--- config.mk ---
export PLATFORM = sky130hd
export DESIGN_NAME = ex_stage_muldiv_flat
export DESIGN_NICKNAME = d
export VERILOG_FILES = /design/src/rtl/ex_stage_muldiv_if.sv /design/src/rtl/ex_stage_muldiv.sv /design/src/flat_wrapper.sv
export SDC_FILE = /design/constraint.sdc
export NUM_CORES = 1
export LEC_CHECK = 0
export BUFFER_PORTS_ARGS = -buffer_cell sky130_fd_sc_hd__buf_2
export CAP_MARGIN = 20
export CORE_ASPECT_RATIO = 1.4
export CORE_MARGIN = 2
export CORE_UTILIZATION = 27
export DETAILED_ROUTE_END_ITERATION = 6
export PLACE_DENSITY = 0.47
export RECOVER_POWER = 25
export SYNTH_ARGS = -nofsm -noshare
export SYNTH_HDL_FRONTEND = slang
export SYNTH_SLANG_ARGS = --single-unit
--- constraint.sdc ---
create_clock -name clk -period 5.9 [get_ports clk]
set_clock_uncertainty 0.15 [all_clocks]
set_input_delay 0.295 -clock clk [delete_from_list [all_inputs] [get_ports clk]]
set_output_delay 0.295 -clock clk [all_outputs]
set_load 0.005 [all_outputs]
--- src/rtl/ex_stage_muldiv_if.sv ---
// ex_stage_muldiv_if
// Bundles the ID/EX operand bus, forwarding selects, writeback data and
// the EX/MEM / HI / LO / stall outputs of the execute stage.
//   master : pipeline side (drives ID/EX, forwarding and writeback inputs)
//   slave  : execute stage (drives EX/MEM, stall_ex, HI, LO)
interface ex_stage_muldiv_if;
   logic        ID_EX_valid;
   logic [3:0]  ID_EX_ALUCtrl;
   logic        ID_EX_ALUSrc;
   logic [31:0] ID_EX_rs_data;
   logic [31:0] ID_EX_rt_data;
   logic [31:0] ID_EX_imm;
   logic        ID_EX_RegWrite;
   logic [4:0]  ID_EX_WriteReg;
   logic [1:0]  ForwardA;
   logic [1:0]  ForwardB;
   logic [31:0] WB_WriteData;
   logic [31:0] EX_MEM_ALUResult;
   logic [31:0] EX_MEM_StoreData;
   logic        EX_MEM_Zero;
   logic        EX_MEM_RegWrite;
   logic [4:0]  EX_MEM_WriteReg;
   logic        stall_ex;
   logic [31:0] HI;
   logic [31:0] LO;

   modport master (
      output ID_EX_valid, ID_EX_ALUCtrl, ID_EX_ALUSrc, ID_EX_rs_data, ID_EX_rt_data,
             ID_EX_imm, ID_EX_RegWrite, ID_EX_WriteReg, ForwardA, ForwardB, WB_WriteData,
      input  EX_MEM_ALUResult, EX_MEM_StoreData, EX_MEM_Zero, EX_MEM_RegWrite,
             EX_MEM_WriteReg, stall_ex, HI, LO
   );

   modport slave (
      input  ID_EX_valid, ID_EX_ALUCtrl, ID_EX_ALUSrc, ID_EX_rs_data, ID_EX_rt_data,
             ID_EX_imm, ID_EX_RegWrite, ID_EX_WriteReg, ForwardA, ForwardB, WB_WriteData,
      output EX_MEM_ALUResult, EX_MEM_StoreData, EX_MEM_Zero, EX_MEM_RegWrite,
             EX_MEM_WriteReg, stall_ex, HI, LO
   );
endinterface

--- src/rtl/ex_stage_muldiv.sv ---
// ex_stage_muldiv
// MIPS execute stage: operand forwarding, single-cycle ALU, and a
// 32-step iterative unsigned multiply/divide unit writing HI/LO.
// Ports:
//   clk   : pipeline clock
//   reset : synchronous active-high reset
//   bus   : ex_stage_muldiv_if.slave (ID/EX in, EX/MEM + HI/LO + stall_ex out)
module ex_stage_muldiv #(
   parameter int MD_CYCLES = 32
) (
   input  logic               clk,
   input  logic               reset,
   ex_stage_muldiv_if.slave   bus
);
   localparam int CNT_W = $clog2(MD_CYCLES);

   localparam logic [1:0] S_IDLE = 2'd0;
   localparam logic [1:0] S_BUSY = 2'd1;
   localparam logic [1:0] S_DONE = 2'd2;

   localparam logic [3:0] OP_AND   = 4'b0000;
   localparam logic [3:0] OP_OR    = 4'b0001;
   localparam logic [3:0] OP_ADD   = 4'b0010;
   localparam logic [3:0] OP_SUB   = 4'b0110;
   localparam logic [3:0] OP_SLT   = 4'b0111;
   localparam logic [3:0] OP_NOR   = 4'b1100;
   localparam logic [3:0] OP_MULTU = 4'b1000;
   localparam logic [3:0] OP_DIVU  = 4'b1001;
   localparam logic [3:0] OP_MFHI  = 4'b1010;
   localparam logic [3:0] OP_MFLO  = 4'b1011;

   logic [1:0]       state_q;
   logic [CNT_W-1:0] cnt_q;
   logic [31:0]      acc_hi_q, acc_lo_q, opd_q;
   logic             is_div_q;
   logic [31:0]      hi_q, lo_q;
   logic [31:0]      res_q, store_q;
   logic             zero_q, regwr_q;
   logic [4:0]       wreg_q;

   logic [31:0] op_a, fwd_b, op_b, alu_res;
   logic        is_md, issue, stall, bubble;
   logic [32:0] mul_sum, div_rem;
   logic [31:0] md_hi_nxt, md_lo_nxt;

   // Forwarding: 10 = EX/MEM (our own output), 01 = MEM/WB, 00/11 = register file
   always_comb begin
      op_a = bus.ID_EX_rs_data;
      case (bus.ForwardA)
         2'b10:   op_a = res_q;
         2'b01:   op_a = bus.WB_WriteData;
         default: op_a = bus.ID_EX_rs_data;
      endcase
      fwd_b = bus.ID_EX_rt_data;
      case (bus.ForwardB)
         2'b10:   fwd_b = res_q;
         2'b01:   fwd_b = bus.WB_WriteData;
         default: fwd_b = bus.ID_EX_rt_data;
      endcase
      op_b = bus.ID_EX_ALUSrc ? bus.ID_EX_imm : fwd_b;
   end

   always_comb begin
      alu_res = 32'd0;
      case (bus.ID_EX_ALUCtrl)
         OP_AND:  alu_res = op_a & op_b;
         OP_OR:   alu_res = op_a | op_b;
         OP_ADD:  alu_res = op_a + op_b;
         OP_SUB:  alu_res = op_a - op_b;
         OP_SLT:  alu_res = {31'd0, $signed(op_a) < $signed(op_b)};
         OP_NOR:  alu_res = ~(op_a | op_b);
         OP_MFHI: alu_res = hi_q;
         OP_MFLO: alu_res = lo_q;
         default: alu_res = 32'd0;
      endcase
   end

   assign is_md = (bus.ID_EX_ALUCtrl == OP_MULTU) || (bus.ID_EX_ALUCtrl == OP_DIVU);
   // Only IDLE issues, so the instruction still sitting in ID/EX during DONE is ignored
   assign issue = (state_q == S_IDLE) && bus.ID_EX_valid && is_md;
   assign stall = issue || (state_q == S_BUSY);
   // MD ops themselves never write a GPR, so they always leave a bubble
   assign bubble = !bus.ID_EX_valid || stall || (state_q == S_DONE) || is_md;

   // One MD step. Multiply: {hi,lo} holds partial product / remaining multiplier,
   // add multiplicand into hi on lo[0] then shift right. Divide (restoring):
   // hi = remainder, lo = dividend shifting out / quotient shifting in.
   // A zero divisor naturally yields quotient all-ones and remainder = dividend.
   always_comb begin
      mul_sum   = {1'b0, acc_hi_q} + (acc_lo_q[0] ? {1'b0, opd_q} : 33'd0);
      div_rem   = {acc_hi_q, acc_lo_q[31]};
      md_hi_nxt = mul_sum[32:1];
      md_lo_nxt = {mul_sum[0], acc_lo_q[31:1]};
      if (is_div_q) begin
         if (div_rem >= {1'b0, opd_q}) begin
            md_hi_nxt = 32'(div_rem - {1'b0, opd_q});
            md_lo_nxt = {acc_lo_q[30:0], 1'b1};
         end else begin
            md_hi_nxt = div_rem[31:0];
            md_lo_nxt = {acc_lo_q[30:0], 1'b0};
         end
      end
   end

   always_ff @(posedge clk) begin
      if (reset) begin
         state_q  <= S_IDLE;
         cnt_q    <= '0;
         acc_hi_q <= 32'd0;
         acc_lo_q <= 32'd0;
         opd_q    <= 32'd0;
         is_div_q <= 1'b0;
         hi_q     <= 32'd0;
         lo_q     <= 32'd0;
      end else begin
         case (state_q)
            S_IDLE: if (issue) begin
               is_div_q <= (bus.ID_EX_ALUCtrl == OP_DIVU);
               acc_hi_q <= 32'd0;
               acc_lo_q <= (bus.ID_EX_ALUCtrl == OP_DIVU) ? op_a : op_b;
               opd_q    <= (bus.ID_EX_ALUCtrl == OP_DIVU) ? op_b : op_a;
               cnt_q    <= '0;
               state_q  <= S_BUSY;
            end
            S_BUSY: begin
               acc_hi_q <= md_hi_nxt;
               acc_lo_q <= md_lo_nxt;
               cnt_q    <= cnt_q + 1'b1;
               if (cnt_q == CNT_W'(MD_CYCLES - 1)) begin
                  hi_q    <= md_hi_nxt;
                  lo_q    <= md_lo_nxt;
                  state_q <= S_DONE;
               end
            end
            default: state_q <= S_IDLE;
         endcase
      end
   end

   // EX/MEM register; a bubble is an all-zero packet, same as reset
   always_ff @(posedge clk) begin
      if (reset || bubble) begin
         res_q   <= 32'd0;
         store_q <= 32'd0;
         zero_q  <= 1'b0;
         regwr_q <= 1'b0;
         wreg_q  <= 5'd0;
      end else begin
         res_q   <= alu_res;
         store_q <= fwd_b;
         zero_q  <= (alu_res == 32'd0);
         regwr_q <= bus.ID_EX_RegWrite;
         wreg_q  <= bus.ID_EX_WriteReg;
      end
   end

   assign bus.EX_MEM_ALUResult = res_q;
   assign bus.EX_MEM_StoreData = store_q;
   assign bus.EX_MEM_Zero      = zero_q;
   assign bus.EX_MEM_RegWrite  = regwr_q;
   assign bus.EX_MEM_WriteReg  = wreg_q;
   assign bus.stall_ex         = stall;
   assign bus.HI               = hi_q;
   assign bus.LO               = lo_q;
endmodule

--- src/flat_wrapper.sv ---
// flat-port wrapper written by rule: the top's interface ports become plain ports
module ex_stage_muldiv_flat 
#(
   parameter int MD_CYCLES = 32
)
  (clk, reset, bus_ID_EX_valid, bus_ID_EX_ALUCtrl, bus_ID_EX_ALUSrc, bus_ID_EX_rs_data, bus_ID_EX_rt_data, bus_ID_EX_imm, bus_ID_EX_RegWrite, bus_ID_EX_WriteReg, bus_ForwardA, bus_ForwardB, bus_WB_WriteData, bus_EX_MEM_ALUResult, bus_EX_MEM_StoreData, bus_EX_MEM_Zero, bus_EX_MEM_RegWrite, bus_EX_MEM_WriteReg, bus_stall_ex, bus_HI, bus_LO);
  ex_stage_muldiv_if bus_i ();
  input  logic clk;
  input  logic reset;
  input wire logic [$bits(bus_i.ID_EX_valid)-1:0] bus_ID_EX_valid;
  input wire logic [$bits(bus_i.ID_EX_ALUCtrl)-1:0] bus_ID_EX_ALUCtrl;
  input wire logic [$bits(bus_i.ID_EX_ALUSrc)-1:0] bus_ID_EX_ALUSrc;
  input wire logic [$bits(bus_i.ID_EX_rs_data)-1:0] bus_ID_EX_rs_data;
  input wire logic [$bits(bus_i.ID_EX_rt_data)-1:0] bus_ID_EX_rt_data;
  input wire logic [$bits(bus_i.ID_EX_imm)-1:0] bus_ID_EX_imm;
  input wire logic [$bits(bus_i.ID_EX_RegWrite)-1:0] bus_ID_EX_RegWrite;
  input wire logic [$bits(bus_i.ID_EX_WriteReg)-1:0] bus_ID_EX_WriteReg;
  input wire logic [$bits(bus_i.ForwardA)-1:0] bus_ForwardA;
  input wire logic [$bits(bus_i.ForwardB)-1:0] bus_ForwardB;
  input wire logic [$bits(bus_i.WB_WriteData)-1:0] bus_WB_WriteData;
  output wire logic [$bits(bus_i.EX_MEM_ALUResult)-1:0] bus_EX_MEM_ALUResult;
  output wire logic [$bits(bus_i.EX_MEM_StoreData)-1:0] bus_EX_MEM_StoreData;
  output wire logic [$bits(bus_i.EX_MEM_Zero)-1:0] bus_EX_MEM_Zero;
  output wire logic [$bits(bus_i.EX_MEM_RegWrite)-1:0] bus_EX_MEM_RegWrite;
  output wire logic [$bits(bus_i.EX_MEM_WriteReg)-1:0] bus_EX_MEM_WriteReg;
  output wire logic [$bits(bus_i.stall_ex)-1:0] bus_stall_ex;
  output wire logic [$bits(bus_i.HI)-1:0] bus_HI;
  output wire logic [$bits(bus_i.LO)-1:0] bus_LO;
  assign bus_i.ID_EX_valid = bus_ID_EX_valid;
  assign bus_i.ID_EX_ALUCtrl = bus_ID_EX_ALUCtrl;
  assign bus_i.ID_EX_ALUSrc = bus_ID_EX_ALUSrc;
  assign bus_i.ID_EX_rs_data = bus_ID_EX_rs_data;
  assign bus_i.ID_EX_rt_data = bus_ID_EX_rt_data;
  assign bus_i.ID_EX_imm = bus_ID_EX_imm;
  assign bus_i.ID_EX_RegWrite = bus_ID_EX_RegWrite;
  assign bus_i.ID_EX_WriteReg = bus_ID_EX_WriteReg;
  assign bus_i.ForwardA = bus_ForwardA;
  assign bus_i.ForwardB = bus_ForwardB;
  assign bus_i.WB_WriteData = bus_WB_WriteData;
  assign bus_EX_MEM_ALUResult = bus_i.EX_MEM_ALUResult;
  assign bus_EX_MEM_StoreData = bus_i.EX_MEM_StoreData;
  assign bus_EX_MEM_Zero = bus_i.EX_MEM_Zero;
  assign bus_EX_MEM_RegWrite = bus_i.EX_MEM_RegWrite;
  assign bus_EX_MEM_WriteReg = bus_i.EX_MEM_WriteReg;
  assign bus_stall_ex = bus_i.stall_ex;
  assign bus_HI = bus_i.HI;
  assign bus_LO = bus_i.LO;
  ex_stage_muldiv #(.MD_CYCLES(MD_CYCLES)) u_core (.clk(clk), .reset(reset), .bus(bus_i));
endmodule
Word-level counts from Yosys, hierarchy flattened
Index checks and enable logic that the tools add are counted.
Widths: inputs -> output; s select.

word-level totals
  register bits = 239
  input bits = 146
  word-level logic and storage cells = 78
  output and inout bits = 136

cells by class
  add/sub/neg operators = 5
  order comparisons = 2
  bitwise operators = 3
  equal/unequal tests = 18
  reductions and logical operators = 17
  multiplexer cells = 20

operator list
  kind                 count
  $mux 32              9
  $pmux 32 s2          4
  $pmux 32 s8          1
  $sub 32x32->32       2
  $add 32x32->33       1
  $ge 33x32->1         1
  $add 32x32->32       1
  $and 32x32->32       1
  $logic_not 32->1     1
  $lt 32x32->1         1
  $not 32->32          1
  $or 32x32->32        1
  $eq 4x4->1 const B   5
  $pmux 5 s2           1
  $eq 4x3->1 const B   2
  $reduce_and 2->1     4
  $eq 2x1->1 const B   3
  $eq 2x2->1 const B   3
  $logic_or 1x1->1     6
  $add 5x1->5 const B  1
  $eq 5x5->1 const B   1
  $mux 5               1
  $eq 4x1->1 const B   1
  $eq 4x2->1 const B   1
  10 further kinds     12

Longest topological paths before layout
Gate-level depths: netlist of run 1.

  word-level depth = 8
  mapped depth = 22
  mapped depth without buffers = 20

Least setup slack after synthesis of run 1
Ideal clock, no wire load.

  path type = input to register
  start = input port bus_ForwardB[0]
  end = register u_core.zero_q (netlist: u_core.bus.EX_MEM_Zero)
  data required time = 5,662 ps
  data arrival time = 4,587 ps
  setup slack = 1,075 ps
  buffers on the path = 4
  setup time = 88 ps
  stages on the path = 21
  cell sequence = inv_1 > ha_1 > clkbuf_1 > buf_1 > clkbuf_1 > a21oi_1 > o21ai_0 > inv_1 > ha_1 > buf_6 > a21o_1 > and3_4 > o211a_1 > a211oi_2 > a2111o_1 > nand3b_2 > a221oi_2 > o221ai_2 > nor4_2 > nand4_1 > nor4_2

between the ends
  longest elaborated chain between the ends = 7
  elaborated cells between the ends (all ways) = 12
  classes of those cells = add/sub (2); order compare (1); eq/ne (2); mux (3); bitwise (3); reduce/logical (1)

ends and longest elaborated chain
  item                                                                    RTL line                source
  from (decl)                                                             flat_wrapper.sv:19      input wire logic [$bits(bus_i.ForwardB)-1:0] bus_ForwardB;
  $eq 2x1->1 / $eq 2x2->1 (equally long branches)                         ex_stage_muldiv.sv:55   case (bus.ForwardB)
  $pmux 32 s2 *                                                           ex_stage_muldiv.sv:55
  $mux 32 *                                                               ex_stage_muldiv.sv:60   op_b = bus.ID_EX_ALUSrc ? bus.ID_EX_imm : fwd_b;
  parallel branches: the longest is 2 deep, another holds $sub 32x32->32  -
  $pmux 32 s8 *                                                           ex_stage_muldiv.sv:65   case (bus.ID_EX_ALUCtrl)
  $logic_not 32->1 *                                                      ex_stage_muldiv.sv:151  zero_q <= (alu_res == 32'd0);
  to (signal assigned)                                                    ex_stage_muldiv.sv:151
  to (decl)                                                               ex_stage_muldiv.sv:38   logic zero_q, regwr_q;

Every way passes the cells marked *.
A chain may end at the register's enable or synchronous reset.

Worst setup path in the final report of run 1
  start = register u_core.res_q[8] (netlist: u_core.bus.EX_MEM_ALUResult[8])
  end = register u_core.zero_q (netlist: u_core.bus.EX_MEM_Zero)

between the ends
  longest elaborated chain between the ends = 6
  elaborated cells between the ends (all ways) = 11
  classes of those cells = add/sub (2); order compare (1); mux (4); bitwise (3); reduce/logical (1)

ends and longest elaborated chain
  item                                                                    RTL line                source
  from (decl)                                                             ex_stage_muldiv.sv:37   logic [31:0] res_q, store_q;
  from (signal assigned)                                                  ex_stage_muldiv.sv:149  res_q <= alu_res;
  parallel branches: the longest is 4 deep, another holds $sub 32x32->32  -
  $pmux 32 s8 *                                                           ex_stage_muldiv.sv:65
  $logic_not 32->1 *                                                      ex_stage_muldiv.sv:151

Marked as above.

==> results of run 1 <==
## worst min-delay path by stage
stage,from,to,slack [ns],cells after the start
after floorplan,bus_ID_EX_RegWrite,u_core.bus.EX_MEM_RegWrite,0.26,2
after global placement,u_core.opd_q[24],u_core.opd_q[24],0.30,2
after detailed placement,u_core.bus.LO[3],u_core.bus.LO[3],0.31,2
after CTS,bus_WB_WriteData[9],u_core.bus.EX_MEM_StoreData[9],0.003,5
after global routing,bus_ID_EX_rt_data[12],u_core.bus.EX_MEM_StoreData[12],0.06,3
final,bus_WB_WriteData[19],u_core.bus.EX_MEM_StoreData[19],0.04,5
## through the flow
step           total power, mW  instance area, sq um  cells  setup slack (ns)  hold slack, ns
2_1_floorplan             2.88                 20400   2808              1.07           0.257
3_3_place_gp              3.53                 23000   3957             0.537           0.305
3_5_place_dp              3.52                 23000   3957             0.459           0.308
4_1_cts                   5.47                 24400   4047             0.941         0.00318
5_1_grt                   5.69                 24300   4049             0.476          0.0559
6_report                  5.44                 24300   4049             0.800          0.0371
## critical path, cell delays in order, from the launching register on
cell      delay [ns]
dfxtp_1         0.43
a22oi_1         0.10
nor2_1          0.12
a21oi_1         0.07
o21ai_0         0.57
inv_1           0.14
ha_1            0.49
and3_1          0.27
and3_4          0.18
o211a_1         0.24
a211oi_2        0.44
o32a_2          0.24
a22oi_1         0.12
nor4b_1         0.33
nand4_1         0.24
nor4_2          0.38
nand4_1         0.24
nor4_2          0.25
## logic make-up after synthesis
group           synth area share
mux                       0.0316
compound gates             0.321
fa+ha+maj                  0.106
simple gates               0.213
xor+xnor                  0.0245
buf+inv                   0.0687
flops                      0.235
## layout by cell type (no fill, tap or decap), types with 31 or more instances in the layout
cell             n
dlygate4sd3_1   40
a211oi_1        84
buf_2          218
and2_1          40
mux2i_1         43
a21oi_1        287
inv_1          153
o211ai_1        66
nand2_1        315
dfxtp_1        238
xor2_1          33
ha_1           164
nor2_1         343
clkbuf_1        67
nor3_1          58
o21ai_0        146
buf_4           95
nand3_1         31
a21o_1          32
a22oi_1         92
## sequential cells by signal (all words and copies together), names as in the netlist
| register | cells |
|---|---|
| u_core.acc_hi_q | 32 |
| u_core.bus.EX_MEM_ALUResult | 32 |
| u_core.bus.LO | 32 |
| u_core.bus.EX_MEM_StoreData | 32 |
| u_core.cnt_q | 5 |
| u_core.bus.EX_MEM_WriteReg | 5 |
| u_core.bus.HI | 32 |
| u_core.bus.EX_MEM_Zero | 1 |
| u_core.state_q | 2 |
| u_core.is_div_q | 1 |
| u_core.bus.EX_MEM_RegWrite | 1 |
| u_core.opd_q | 32 |
| u_core.acc_lo_q | 32 |
## layer usage
metal	vias up	routed length, um	track usage
met5	-	0	0
met4	0	4010	0.0927
met3	174	5520	0.0242
met2	829	45000	0.404
met1	10500	39900	0.298
li1	10600	-	-
## layout make-up
type	instances	area, sq um	share of cell area
Tap cell	968	1210	0.0498
Clock inverter	11	151	0.00623
Multi-Input combinational cell	2217	14300	0.587
Antenna cell	2	5.00	0.000206
Inverter	156	586	0.0241
Sequential cell	239	4790	0.197
Timing Repair Buffer	417	2480	0.102
Clock buffer	39	825	0.0339
## where the power goes
| part | switching (mW) | total, mW | internal, mW |
|---|---|---|---|
| combinational | 1.21 | 1.86 | 0.647 |
| clock | 0.791 | 1.90 | 1.11 |
| sequential | 0.0345 | 1.69 | 1.65 |
## repair_timing
action                    in CTS  in global routing
hold endpoints to repair      34                  0
hold buffers                  40                  0
resized for setup              0                  0
==> flow_summary.ini, run 1 <==
[sta]
setup_tns_ns = 0
period_minus_slack_ns = 5.10
finalHoldViolCount = 0
slew-limit-headroom = 0.291
slew_violations = 0
fmax_ghz = 0.196
rsz0062_at_grt = no
worst_pin_slew_ns = 1.06
setup_violations = 0
period_share = 0.864

[clock_network]
clockBufferDepth = 3
root_buffer = clkbuf_16
cts_buffers = 28
h-tree-depth = 1
clk_pin_slew_ns = 0.07
cts_tree = yes
clk_latency_ns = 0.60
cts.sinks = 239
cts_setup_buffers = 0

[worst_setup_path]
cp-start-kind = register
startpoint = u_core.bus.EX_MEM_ALUResult[8]
r2r-start = u_core.bus.EX_MEM_ALUResult[8]
cp_max_fo = 11
crit_end = u_core.bus.EX_MEM_Zero
ff2ff_setup_slack_ns = 0.80
cp_data_arrival_time_ns = 5.44
crit_type = register to register
r2r_cells = 17
worstReg2RegEnd = u_core.bus.EX_MEM_Zero
endpoint_kind = register
required_ns = 6.24

[die]
rows = 119
io-pin-count = 282
die_height_um = 329
start_util = 0.272
die_w_um = 236
fp.coreArea_sq_um = 75000
dieArea_sq_um = 77700

[synth]
synth_most_common_cell = nor2_1
synthCells = 2808
synth_top_cell_by_area = dfxtp_1
syn_area_per_cell_sq_um = 7.26
syn-num-nets = 3125
ys_types = 102
synth_seq_cells = 239
ys_top_cells_by_count = nor2_1 (345), nand2_1 (316), a21oi_1 (287), dfxtp_1 (239), ha_1 (167)
synth-edff-count = 0
synth_area_leaders = dfxtp_1 (23%), ha_1 (10%), a21oi_1 (7.0%)
ys.flop_type = dfxtp_1
netlist_area_sq_um = 20400
synth_top_area_share = 0.235
ys_async_sr_fraction = 0
yosysWarningCount = 0
ys_seq_area_frac = 0.235

[power_and_ir_drop]
p_leak_nw = 10.2
p_per_area_nw_per_um2 = 224
vdd_ir_drop_max_mv = 0.205

[global_routing]
grt_max_degree = 83
grt_usage = 0.234
grt_pass1_vias = 21400
grt_pass1_wl_um = 138000
grt_antenna_before_repair = 3
overflow = 0

[min_path]
min_path_type = primary input to register

[routing]
first_iter_violations = 1733
vias_per_cell = 5.47
drt-total-wl_um = 94400
avgRoutedWirePerCell_um = 23.3
drc = 0
postRouteAntennaNets = 0
vias = 22100
dr.pass1.iters = 6

[layout]
drive_gt1_frac = 0.144
utilization = 0.324
final_nets = 3376
fillers = 8267
area_growth_pct = 19.3

[place]
dpl.hpwl_um = 73800
gp_congestion = 0.942
numPortBuffers = 281

[job]
maxCapViolCount = 0

[status]
outcome = finished clean
(Power assumes the default switching activity.)
==> run 2: changes to the inputs <==
--- a/config.mk
+++ b/config.mk
@@ -12,7 +12,7 @@
 export CORE_UTILIZATION = 27
 export DETAILED_ROUTE_END_ITERATION = 6
 export PLACE_DENSITY = 0.47
-export RECOVER_POWER = 25
+export RECOVER_POWER = 50
 export SYNTH_ARGS = -nofsm -noshare
 export SYNTH_HDL_FRONTEND = slang
 export SYNTH_SLANG_ARGS = --single-unit
==> run 2 against run 1 <==
Compared with the run above:
- the run now ends with capacitance limit, slew limit left
- sequential power hardly changed
- wire length is 0.11% higher
- worst hold slack better by 0.0070 ns
- count of clock-buffer cells in the layout stayed put
- cell area is 0.27% lower
- critical path depth stayed put
- first-iteration DRC count is 7.7% higher
- setup slack worse by 0.0037 ns
- clock power hardly changed
==> flow_summary.ini, run 2 (synthesis gave the netlist of run 1 again) <==
[worst_setup_path]
path_cells = a22oi_1, nor2_1, a21oi_1, o21ai_0, inv_1, ha_1, and3_1, and3_4, o211a_1, a211oi_2, o32a_2, a22oi_1, nor4b_1, nand4_1, nor4_2, nand4_1, nor4_2
required_ns = 6.24
ff2ff_setup_slack_ns = 0.80
cp-start-kind = register
cp_data_arrival_time_ns = 5.44
cpLargestDelayFamily = simple AND/OR/NAND/NOR gates
cp_num_buf_inv = 1
r2r-start = u_core.bus.EX_MEM_ALUResult[8]
startpoint = u_core.bus.EX_MEM_ALUResult[8]
slowest_delay_ns = 0.58
cp_max_fo = 11
r2r_cells = 17
crit_slowest_cell = o21ai_0
endpoint_kind = register
crit_type = register to register
worstReg2RegEnd = u_core.bus.EX_MEM_Zero

[die]
dieArea_sq_um = 77700
die_w_um = 236
fp.coreArea_sq_um = 75000
die_height_um = 329
io-pin-count = 282
start_util = 0.272
rows = 119

[global_routing]
gr-usage-met2 = 0.404
grt_antenna_before_repair = 3
overflow = 0
gr-max-usage-layer = met2
use_met3 = 0.0242
grt_max_degree = 83
grt_pass1_wl_um = 138000
use_met1 = 0.298
grt_usage = 0.234
grt_pass1_vias = 21400

[sta]
rsz0062_at_grt = no
finalHoldViolCount = 0
finalWorstSetupSlack_ns = 0.796
hold_ws_ns = 0.0441
period_minus_slack_ns = 5.10
setup_violations = 0
worst_pin_slew_ns = 3.53
slew_violations = 193
fmax_ghz = 0.196
setup_tns_ns = 0
slew-limit-headroom = -1.35
period_share = 0.865

[routing]
vias = 22100
drt-total-wl_um = 94500
avgRoutedWirePerCell_um = 23.4
first_iter_violations = 1867
vias_per_cell = 5.47
dr.pass1.iters = 5
postRouteAntennaNets = 0
drc = 0

[place]
pre_cts_ws_ns = 0.459
dp_cells = 3957
gp_congestion = 0.942
numPortBuffers = 281
dpl.hpwl_um = 73800

[layout]
final_nets = 3376
finalNonFillerCells = 4049
drive_gt1_frac = 0.130
final_cell_mix = nor2_1 (345), nand2_1 (315), a21oi_1 (287)
final_common_cell = nor2_1
fillers = 8294
area_growth_pct = 19.0

[min_path]
worstHoldPathCells = 5
min_from = bus_WB_WriteData[19]
worstHoldEndpoint = u_core.bus.EX_MEM_StoreData[19]
min_path_type = primary input to register

[power_and_ir_drop]
p_per_area_nw_per_um2 = 224
vdd_ir_drop_max_mv = 0.206
p_leak_nw = 10.0

[clock_network]
clockBufferDepth = 3
clk_pin_slew_ns = 0.07
cts.sinks = 239
cts_tree = yes
clk_latency_ns = 0.60
cts_setup_buffers = 0
cts_buffers = 28
root_buffer = clkbuf_16
h-tree-depth = 1

[job]
maxCapViolCount = 5

[status]
violations = capacitance limit, slew limit
outcome = complete, but fails checks
[run 2: cell count changes in the layout (fill, tap and decap cells not counted), sizes merged]
| cell | change |
|---|---|
| buf | -37 |
| clkbuf | +37 |
[run 2: how the worst max path moves through the flow]
stage	endpoint	slack (ns)	depth (start not counted)
floorplan	u_core.bus.EX_MEM_Zero	1.07	21
global placement	u_core.bus.EX_MEM_Zero	0.54	21
detailed placement	u_core.bus.EX_MEM_Zero	0.46	21
CTS	u_core.bus.EX_MEM_Zero	0.94	19
global route	u_core.bus.EX_MEM_Zero	0.48	17
finish	u_core.bus.EX_MEM_Zero	0.80	17
[run 2: layer usage]
metal  vias up  share of wire
met1     10500           0.42
met5         -              0
met3       168          0.058
met4         0          0.042
li1      10700              -
met2       841           0.48
[run 2: timing repair]
item / 4_1_cts / 5_1_grt
hold buffers: 40 / 0
resized for setup: 0 / 0
hold endpoints to repair: 34 / 0
[run 2: worst min-delay path: stages]
cell	delay, ns
buf_2	0.10
a22oi_1	0.08
nor2_1	0.09
a21oi_1	0.06
nor2_1	0.11
[run 2: metrics by stage]
stage / area (sq um) / util / total power, mW
5_1_grt: 24200 / 0.323 / 5.69
3_3_place_gp: 23000 / 0.307 / 3.53
3_5_place_dp: 23000 / 0.307 / 3.52
4_1_cts: 24400 / 0.325 / 5.47
2_1_floorplan: 20400 / - / 2.88
6_report: 24200 / 0.323 / 5.44
[run 2: area by class of cell]
class	count	area (sq um)	area share
inverter	156	586	0.0242
antenna	2	5.00	0.000206
timing repair buffer	417	2420	0.0999
clock inverter	11	151	0.00624
tap	968	1210	0.0500
clock buffer	39	825	0.0340
sequential	239	4790	0.198
multi-input combinational	2217	14300	0.588
[run 2: where the power goes]
part,total (mW),leakage (nW),switching (mW),internal [mW]
Combinational,1.86,7.61,1.21,0.646
Clock,1.90,0.477,0.791,1.11
Sequential,1.69,1.93,0.0346,1.65
==> run 3: changes to the inputs <==
--- a/config.mk
+++ b/config.mk
@@ -11,6 +11,7 @@
 export CORE_MARGIN = 2
 export CORE_UTILIZATION = 27
 export DETAILED_ROUTE_END_ITERATION = 6
+export MAX_ROUTING_LAYER = met4
 export PLACE_DENSITY = 0.47
 export RECOVER_POWER = 50
 export SYNTH_ARGS = -nofsm -noshare
==> constraint.sdc (replaced) <==
create_clock -name clk -period 5.9 [get_ports clk]
set_clock_uncertainty 0.15 [all_clocks]
set_input_delay 0 -clock clk [delete_from_list [all_inputs] [get_ports clk]]
set_output_delay 0 -clock clk [all_outputs]
set_load 0.005 [all_outputs]
==> run 3 against run 2 <==
Compared with the run above:
- the run ends with DRC, capacitance limit, slew limit left
- critical path depth decreased by 10
- flip-flop and latch count unchanged
- via count increased by 3.1%
- first-iteration DRC count increased by 2.4%
- cell area increased by 5.3%
- utilization increased by 1.7 points
- largest cell class unchanged
- register-to-register slack got worse by 0.11 ns
- total power increased by 2.5%
- cell count increased by 3.0%
- non-clock buffer count increased by 119
- clock power increased by 3%
==> flow_summary.ini, run 3 (synthesis gave the netlist of run 1 again) <==
[status]
outcome = complete, but fails checks
violations = DRC, capacitance limit, slew limit

[sta]
worst_pin_slew_ns = 3.72
slew_violations = 205
period_minus_slack_ns = 5.44
setup_tns_ns = 0
slew-limit-headroom = -1.48
rsz0062_at_grt = no
fmax_ghz = 0.184
finalWorstSetupSlack_ns = 0.457
setup_violations = 0
period_share = 0.922
finalHoldViolCount = 0

[clock_network]
h-tree-depth = 1
root_buffer = clkbuf_16
cts_hold_buf = 190
cts_tree = yes
cts_setup_buffers = 0
clockBufferDepth = 3
cts.sinks = 239
clk_pin_slew_ns = 0.07
cts_buffers = 29
postCtsResizedCells = 0
clk_latency_ns = 0.61

[routing]
postRouteAntennaNets = 0
drt-total-wl_um = 97800
first_iter_violations = 1911
vias = 22800
dr.pass1.iters = 7
drc = 1
vias_per_cell = 5.48
avgRoutedWirePerCell_um = 23.5

[worst_setup_path]
crit_slowest_cell = clkbuf_1
cp_data_arrival_time_ns = 5.53
cp_max_fo = 58
crit_type = primary input to register
cp-start-kind = primary input
path_cells = dlygate4sd3_1, clkbuf_1, nor3b_1, clkbuf_1, or4b_4, clkbuf_1, nor2_1
cp_num_buf_inv = 4
endpoint_kind = register
cpLargestDelayFamily = buffers and inverters
required_ns = 5.99
crit_path_frequent_cell = clkbuf_1
slowest_delay_ns = 2.65

[die]
dieArea_sq_um = 77700
start_util = 0.272
rows = 119
fp.coreArea_sq_um = 75000
die_height_um = 329
die_w_um = 236
io-pin-count = 282

[power_and_ir_drop]
vdd_ir_drop_max_mv = 0.203
power_mw = 5.58
p_leak_nw = 10.4
p_per_area_nw_per_um2 = 218

[place]
gp_congestion = 0.963
dpl.hpwl_um = 74600
pre_cts_ws_ns = 0.473
numPortBuffers = 281
dpl_cell_area_sq_um = 22800
dp_cells = 3926

[global_routing]
overflow = 0
grt_max_degree = 93
grt_usage = 0.249
grt_antenna_before_repair = 0
grt_pass1_wl_um = 144000
grt_pass1_vias = 22000

[layout]
drive_gt1_frac = 0.115
finalNonFillerCells = 4169
final_nets = 3496
diodes = 0
stdcell_area_sq_um = 25500
final-seq-area_sq_um = 4790
multi_input_area_sq_um = 14300
fillers = 8185
area_growth_pct = 25.3
final_common_cell = nor2_1
final_cell_mix = nor2_1 (344), nand2_1 (315), a21oi_1 (287)

[min_path]
min_path_type = primary input to register

[job]
maxCapViolCount = 4
-- run 3: layout make-up --
cell class	count	area share
inverter	156	0.0229
timing repair buffer	536	0.144
multi-input combinational	2217	0.559
clock inverter	14	0.00764
sequential	239	0.187
clock buffer	39	0.0318
tap	968	0.0474
-- run 3: tightest hold or removal path, stage by stage --
cell and delay, ns:
buf_2 0.10, a22oi_1 0.13, nor2_1 0.13, a21oi_1 0.06, nor2_1 0.25
-- run 3: where the power goes --
| part | switching, mW | total [mW] | internal [mW] | leakage, nW |
|---|---|---|---|---|
| clock | 0.815 | 1.96 | 1.15 | 0.487 |
| sequential | 0.0364 | 1.69 | 1.65 | 1.93 |
| combinational | 1.23 | 1.93 | 0.696 | 8.02 |
-- run 3: worst paths after layout --
kind / depth (start not counted) / startpoint / slack (ns) / endpoint
hold / removal: 5 / bus_WB_WriteData[21] / 0.03 / u_core.bus.EX_MEM_StoreData[21]
setup / recovery: 7 / bus_ID_EX_ALUCtrl[1] / 0.46 / u_core.bus.EX_MEM_StoreData[15]
setup reg to reg: 16 / u_core.bus.EX_MEM_ALUResult[13] / 0.69 / u_core.bus.EX_MEM_Zero
hold reg to reg: 1 / u_core.cnt_q[3] / 0.32 / u_core.cnt_q[3]
-- run 3: stage by stage --
step | hold slack (ns) | utilization
after floorplan | -0.0378 | -
after global placement | 0.0631 | 0.304
after detailed placement | 0.0684 | 0.304
after CTS | 0.000952 | 0.342
after global routing | 0.0504 | 0.340
final | 0.0329 | 0.340
-- run 3: per-layer routing --
| metal | wire [um] | global-route usage | vias up |
|---|---|---|---|
| li1 | - | - | 10900 |
| met1 | 41600 | 0.311 | 11000 |
| met2 | 47100 | 0.420 | 802 |
| met3 | 5210 | 0.0215 | 178 |
| met4 | 3900 | 0.0918 | 0 |
| met5 | 0 | - | - |
